### config.mk
export PLATFORM = sky130hd
export DESIGN_NAME = pixel_array_ctrl
export DESIGN_NICKNAME = d
export VERILOG_FILES = /design/src/rtl/pixel_array_ctrl.sv
export SDC_FILE = /design/constraint.sdc
export NUM_CORES = 1
export LEC_CHECK = 0
export BUFFER_PORTS_ARGS = -buffer_cell sky130_fd_sc_hd__clkbuf_2
export CAP_MARGIN = 25
export CORE_AREA = 2 2 85 87
export DETAILED_ROUTE_END_ITERATION = 8
export DIE_AREA = 0 0 87 89
export GPL_TIMING_DRIVEN = 0
export PLACE_DENSITY = 0.67
export REMOVE_ABC_BUFFERS = 1
export SETUP_SLACK_MARGIN = 0.15
export SLEW_MARGIN = 20
export SYNTH_ARGS = -nofsm -noshare
export SYNTH_HDL_FRONTEND = slang
export SYNTH_SLANG_ARGS = --single-unit
### constraint.sdc
create_clock -name clk -period 4.95 [get_ports clk]
set_input_delay 0.99 -clock clk [delete_from_list [all_inputs] [get_ports clk]]
set_output_delay 0.99 -clock clk [all_outputs]
set_load 0.1 [all_outputs]
### src/rtl/pixel_array_ctrl.sv
// pixel_array_ctrl: frame sequencer for the four-pixel sensor array.
// Walks the array through erase, expose, convert (8-bit ramp on DATA) and
// a one-pixel-at-a-time read-out onto a valid/ready stream.
// Optional feature: define GRAY_CODE_EN to drive the ramp as Gray code and
// decode the pixel codes back to binary on read-out.
module pixel_array_ctrl #(
    parameter int unsigned ERASE_CYCLES  = 5,
    parameter int unsigned EXPOSE_CYCLES = 255,
    parameter int unsigned READ_SETTLE   = 2
) (
    input  logic       clk,
    input  logic       reset_n,
    input  logic       start,
    input  logic       abort,
    output logic       busy,
    output logic       frame_done,
    output logic       pix_reset,
    output logic       pix_erase,
    output logic       pix_expose,
    output logic       pix_convert,
    output logic [3:0] pix_read,
    output logic [7:0] data_out,
    output logic       data_oe,
    input  logic [7:0] data_in,
    output logic [7:0] pix_data,
    output logic [1:0] pix_idx,
    output logic       pix_valid,
    input  logic       pix_ready
);

    typedef enum logic [2:0] {
        IDLE,
        ERASE,
        EXPOSE,
        CONVERT,
        READ,
        HOLD,
        DONE
    } state_t;

    localparam logic [15:0] ERASE_LAST  = 16'(ERASE_CYCLES);
    localparam logic [15:0] EXPOSE_LAST = 16'(EXPOSE_CYCLES);
    localparam logic [15:0] SETTLE_LAST = 16'(READ_SETTLE);

    state_t      state;
    logic [15:0] cnt;
    logic [7:0]  ramp;
    logic [1:0]  idx;

`ifdef GRAY_CODE_EN
    function automatic logic [7:0] bus_encode(input logic [7:0] c);
        return c ^ (c >> 1);
    endfunction

    function automatic logic [7:0] bus_decode(input logic [7:0] g);
        logic [7:0] b;
        b[7] = g[7];
        for (int i = 6; i >= 0; i--) begin
            b[i] = b[i+1] ^ g[i];
        end
        return b;
    endfunction
`else
    function automatic logic [7:0] bus_encode(input logic [7:0] c);
        return c;
    endfunction

    function automatic logic [7:0] bus_decode(input logic [7:0] g);
        return g;
    endfunction
`endif

    function automatic logic [3:0] one_hot(input logic [1:0] i);
        return 4'b0001 << i;
    endfunction

    // Frame sequencer: every output is a register updated here. ABORT wins
    // over every other transition and clears everything back to reset values.
    // cnt counts the cycles already spent in ERASE/EXPOSE/READ; READ entered
    // from CONVERT starts at cnt=0 to leave one quiet cycle after DATA_OE.
    always_ff @(posedge clk or negedge reset_n) begin
        if (!reset_n) begin
            state       <= IDLE;
            cnt         <= '0;
            ramp        <= '0;
            idx         <= '0;
            busy        <= 1'b0;
            frame_done  <= 1'b0;
            pix_reset   <= 1'b0;
            pix_erase   <= 1'b0;
            pix_expose  <= 1'b0;
            pix_convert <= 1'b0;
            pix_read    <= '0;
            data_out    <= '0;
            data_oe     <= 1'b0;
            pix_data    <= '0;
            pix_idx     <= '0;
            pix_valid   <= 1'b0;
        end else if (abort) begin
            state       <= IDLE;
            cnt         <= '0;
            ramp        <= '0;
            idx         <= '0;
            busy        <= 1'b0;
            frame_done  <= 1'b0;
            pix_reset   <= 1'b0;
            pix_erase   <= 1'b0;
            pix_expose  <= 1'b0;
            pix_convert <= 1'b0;
            pix_read    <= '0;
            data_out    <= '0;
            data_oe     <= 1'b0;
            pix_data    <= '0;
            pix_idx     <= '0;
            pix_valid   <= 1'b0;
        end else begin
            case (state)
                IDLE: begin
                    if (start) begin
                        state     <= ERASE;
                        busy      <= 1'b1;
                        pix_erase <= 1'b1;
                        pix_reset <= 1'b1;
                        cnt       <= 16'd1;
                    end
                end
                ERASE: begin
                    if (cnt == ERASE_LAST) begin
                        state      <= EXPOSE;
                        pix_erase  <= 1'b0;
                        pix_reset  <= 1'b0;
                        pix_expose <= 1'b1;
                        cnt        <= 16'd1;
                    end else begin
                        cnt <= cnt + 16'd1;
                    end
                end
                EXPOSE: begin
                    if (cnt == EXPOSE_LAST) begin
                        state       <= CONVERT;
                        pix_expose  <= 1'b0;
                        pix_convert <= 1'b1;
                        data_oe     <= 1'b1;
                        ramp        <= 8'd0;
                        data_out    <= bus_encode(8'd0);
                        cnt         <= '0;
                    end else begin
                        cnt <= cnt + 16'd1;
                    end
                end
                CONVERT: begin
                    if (ramp == 8'hFF) begin
                        state       <= READ;
                        pix_convert <= 1'b0;
                        data_oe     <= 1'b0;
                        data_out    <= '0;
                        cnt         <= '0;
                        idx         <= '0;
                    end else begin
                        ramp     <= ramp + 8'd1;
                        data_out <= bus_encode(ramp + 8'd1);
                    end
                end
                READ: begin
                    if (cnt == 16'd0) begin
                        pix_read <= one_hot(idx);
                        cnt      <= 16'd1;
                    end else if (cnt == SETTLE_LAST) begin
                        state     <= HOLD;
                        pix_read  <= '0;
                        pix_data  <= bus_decode(data_in);
                        pix_idx   <= idx;
                        pix_valid <= 1'b1;
                    end else begin
                        cnt <= cnt + 16'd1;
                    end
                end
                HOLD: begin
                    if (pix_valid && pix_ready) begin
                        pix_valid <= 1'b0;
                        if (idx == 2'd3) begin
                            state      <= DONE;
                            frame_done <= 1'b1;
                        end else begin
                            state    <= READ;
                            idx      <= idx + 2'd1;
                            pix_read <= one_hot(idx + 2'd1);
                            cnt      <= 16'd1;
                        end
                    end
                end
                DONE: begin
                    state      <= IDLE;
                    frame_done <= 1'b0;
                    busy       <= 1'b0;
                    ramp       <= '0;
                    cnt        <= '0;
                    idx        <= '0;
                end
                default: begin
                    state <= IDLE;
                end
            endcase
        end
    end

endmodule

# ---- Word level (Yosys, flattened, before mapping)
# Cells that the tools add are included.
dict set report classes {
  mux 69
  n_addsub 3
  eq_ne 24
  n_shift 2
  reduce_logical 27
}
# operator count
set ops {}
lappend ops {{$mux 16} 9}
lappend ops {{$pmux 16 s7} 1}
lappend ops {{$mux 8} 9}
lappend ops {{$ne 3x3->1 const B} 10}
lappend ops {{$mux 3} 8}
lappend ops {{$pmux 8 s3} 1}
lappend ops {{$mux 4} 5}
lappend ops {{$mux 2} 9}
lappend ops {{$pmux 3 s6} 1}
lappend ops {{$reduce_and 3->1} 6}
lappend ops {{$reduce_bool 3->1} 6}
lappend ops {{$mux 1} 17}
lappend ops {{$add 16x1->16 const B} 1}
lappend ops {{$eq 16x2->1 const B} 1}
lappend ops {{$eq 16x3->1 const B} 1}
lappend ops {{$eq 16x8->1 const B} 1}
lappend ops {{$logic_not 16->1} 1}
lappend ops {{$pmux 8 s2} 1}
lappend ops {{$pmux 1 s2} 6}
lappend ops {{$reduce_and 4->1} 3}
lappend ops {{$eq 3x3->1 const B} 3}
lappend ops {{$add 8x1->8 const B} 1}
lappend ops {{$eq 8x8->1 const B} 1}
lappend ops {{$ne 4x4->1 const B} 2}
lappend ops {{other kinds (16)} 21}
dict set report word_totals {
  reg_bits 57
  output_inout_bits 30
  elab_cells 139
  inputBits 13
}

# ---- Depth between registers and ports, before layout
dict set report depth {
  depth_word 6
  mapped_depth 9
  mapped_depth_nobuf 8
}

# ---- Worst setup path before layout
# No wires, ideal clock.
dict set report synth_path {
  kind {register to output}
  startpoint {register, netlist name data_oe}
  endpoint {output pix_convert}
  path_stages_with_launch 2
  path_buffers 1
  required_ns 3.960
  t_arrival_ns 1.355
  slack_ns 2.605
  path_cell_list {dfrtp_1 > buf_4}
}
# element line
set synth_rtl {}
lappend synth_rtl {{end, declared} 20} ;# output logic pix_convert,

# ---- Final worst setup path
dict set report layout_path {
  startpoint {input abort}
  endpoint {register state[1]}
}
dict set report layout_via {
  elab_chain_len 2
  elab_cells_between_ends 9
  classes_between {eq/ne (7); mux (1); reduce/logical (1)}
}
# element line
set layout_rtl {}
lappend layout_rtl {{start, declared} 14} ;# input logic abort,
lappend layout_rtl {{$ne 3x3->1 (no source line)} --}
lappend layout_rtl {{$reduce_and 7->1 (no source line)} --}
lappend layout_rtl {{end signal, assigned} 83} ;# state <= IDLE;
lappend layout_rtl {{end signal, assigned} 100} ;# state <= IDLE;
lappend layout_rtl {{end signal, assigned} 120} ;# state <= ERASE;
lappend layout_rtl {{end, declared} 45} ;# state_t state;
# Several ways; a longest one is shown, not always the timed one.
# A chain may end at the register's enable or synchronous reset.

==> metrics.yaml <==
dp.cells: 427
area_growth_pct: 14.00
p_sw_frac: 0.4347
cts_tree: "built"
syn-instance-count: 320
rr_endpoint: "cnt[10]$_DFFE_PN0P_"
n_antenna_cell: 0
first_pass_iters: 4
final_common_cell: "dfrtp_1"
use_met3: 0.04986
root_buffer: "clkbuf_8"
grt_max_degree: 36
crit_path_start: "abort"
avgRoutedWirePerCell_microns: 15.26
status: "finished clean"
rr_worst_depth: 6
use_met1: 0.2618
drtIter0Drc: 198
synth_area_sq_um: 3164
netlist.area_leader.share: 0.4508
core_sq_um: 6719
htreeDepth: 3
worstSetupPathType: "input port to register"
min_period_over_period: 0.5684
die_w_microns: 87
clock.fmax_mhz: 355.4
grt_pass1_wl_microns: 11280
total_power_uw: 1618
numCtsBuffers: 9
power.density_nw_per_um2: 448.6
grt_usage: 0.1856
cpPeakStageDelay_ns: 0.61
rsz0062_at_grt: "no"
routed_wl_microns: 6760
fillers: 579
most-common-layout-cells: "57 x dfrtp_1, 41 x clkbuf_2, 29 x nand2_1"
seqPwrFrac: 0.356
p_leak_uw: 0.001725
use_met2: 0.2845
ir_drop_uv: 199.1
critical_path.cell_chain: "clkbuf_2 -> nand4bb_1 -> a31oi_1 -> a21oi_1 -> o211ai_1 -> o2111a_1"
pre_cts_slack_ns: 1.487
gp_congestion: 0.8279
busiest_layer: "met2"
p_int_uw: 914.8
vias_per_cell: 5.867
antenna_found_initial: 0
dieArea_sq_um: 7743
min_period_ns: 2.813
io_pins: 43
num_vias: 2599
slew_headroom: 0.4673
crit_buf_inv: 1
clk_latency_ns: 0.33
cp.depth: 6
hold-worst-slack_ns: 0.4766
hpwl_microns: 4804
maxSlewViolCount: 0
die_y_microns: 89
critPathSlowestCell: "a31oi_1"
synth_top_cell_by_area: "dfrtp_1"
critPathMaxFanout: 22
clkPwrFrac: 0.265
p_sw_uw: 703.5
critPathCaptureType: "register"
finClkSkew_ns: 0.009249
rows: 30
floorplan.initialDensity: 0.4709
port_buffers: 42
ys_ff_latch: 57
cp.required_ns: 5.21
hold_viol: 0
yosys_warnings: 0
reg2reg_slack_ns: 2.32
synth-edff-count: 0
postCtsResizedCells: 0
grt_overflow: 0
setup-violations-final: 0
cts_buffer_depth: 2
critPathArrivalTime_ns: 3.08
holdBufCountCts: 0
drv_cap: 0
clkTransAtPathRegs_ns: 0.06
async_flop_share: 1.000
synth_cell_types: 59
finalSetupTns_ns: 0
critPathLaunchType: "input port"
setup_slack_ns: 2.137
hold_path.class: "register to register"
grt_pass1_vias: 2288
detail-route-antenna-nets: 0
finish.net_count: 381
drc: 0
rr_startpoint: "state[1]$_DFFE_PN0P_"
path_delay_family: "compound AO/OA/AOI/OAI gates"
avgSynthCellArea_sq_um: 9.888
worst_slew_pin_slew_ns: 0.7953
p_comb_frac: 0.379
synth_top_flop_cell: "dfrtp_1"
drive_gt1_frac: 0.2094
ys_top_cells_by_area: "dfrtp_1 45%, a22o_1 6.9%, ha_1 4.0%"
post_cts_buffers: 0
seq_area_sq_um: 1426
ys_seq_area_frac: 0.4508
clock-sinks: 57
crit_end: "state[1]$_DFFE_PN0P_"
layout.cells.non_filler: 443
multiInputGateArea_sq_um: 1618
how the worst min path moves through the flow:
stage | from | endpoint | slack, ns | cells past startpoint
floorplan | cnt[15]$_DFFE_PN0P_ | cnt[15]$_DFFE_PN0P_ | 0.48 | 1
global route | data_out[6]$_DFFE_PN0P_ | data_out[6]$_DFFE_PN0P_ | 0.50 | 1
global placement | data_out[0]$_DFFE_PN0P_ | data_out[0]$_DFFE_PN0P_ | 0.46 | 2
finish | data_out[5]$_DFFE_PN0P_ | data_out[5]$_DFFE_PN0P_ | 0.48 | 2
detailed placement | data_out[0]$_DFFE_PN0P_ | data_out[0]$_DFFE_PN0P_ | 0.47 | 2
CTS | data_out[5]$_DFFE_PN0P_ | data_out[5]$_DFFE_PN0P_ | 0.48 | 2
per-stage QoR:
stage	instance area [sq um]	utilization
after floorplan	3072	-
after global placement	3382	0.5034
after detailed placement	3405	0.5067
after CTS	3601	0.5359
after global routing	3607	0.5369
final	3607	0.5369
power groups by stage:
stage	clock [uW]	combinational [uW]	sequential, uW
2_1_floorplan	0	294	759
3_3_place_gp	0	604	579
3_5_place_dp	0	611	582
4_1_cts	440	614	573
5_1_grt	464	666	586
6_report	429	614	575
flip-flops by register name (all words and copies together) (netlist names), 2 cells and up:
| signal | count |
|---|---|
| cnt | 16 |
| data_out | 8 |
| pix_data | 8 |
| ramp | 8 |
| pix_read | 4 |
| state | 3 |
| idx | 2 |
| pix_idx | 2 |
routing by layer:
| layer | wire, microns | vias to the layer above |
|---|---|---|
| li1 | - | 1266 |
| met1 | 3335 | 1280 |
| met2 | 3156 | 48 |
| met3 | 232 | 5 |
| met4 | 35 | 0 |
| met5 | 0 | - |
layout make-up:
class | instances | share of cell area
well taps | 80 | 0.02775
clock inverters | 5 | 0.01526
flip-flops and latches | 57 | 0.3954
multi-input cells | 238 | 0.4485
repair buffers | 43 | 0.06452
inverters | 9 | 0.009365
clock buffers | 11 | 0.03920
cells by family after synthesis:
group | share of synthesized area
buf+inv | 0.03994
xor+xnor | 0.01661
mux | 0.02056
fa+ha+maj | 0.03954
flops | 0.4508
simple gates | 0.1969
compound gates | 0.2357
synthesized netlist by cell type (8+ instances only):
| library cell | number |
|---|---|
| nor2_1 | 22 |
| a21oi_1 | 12 |
| nand2_1 | 29 |
| o21ai_0 | 16 |
| and3_1 | 8 |
| nor3_1 | 11 |
| nand3_1 | 17 |
| a22o_1 | 25 |
| ha_1 | 10 |
| a21o_1 | 9 |
| inv_1 | 9 |
| dfrtp_1 | 57 |
worst reg2reg max path: stages, from the launching register on:
cell and delay (ns):
dfrtp_1 0.59, or3b_4 0.51, nor2_2 0.15, and4_1 0.50
nand2b_2 0.39, nor2_4 0.13, a22o_1 0.25
(Power assumes the default switching activity.)
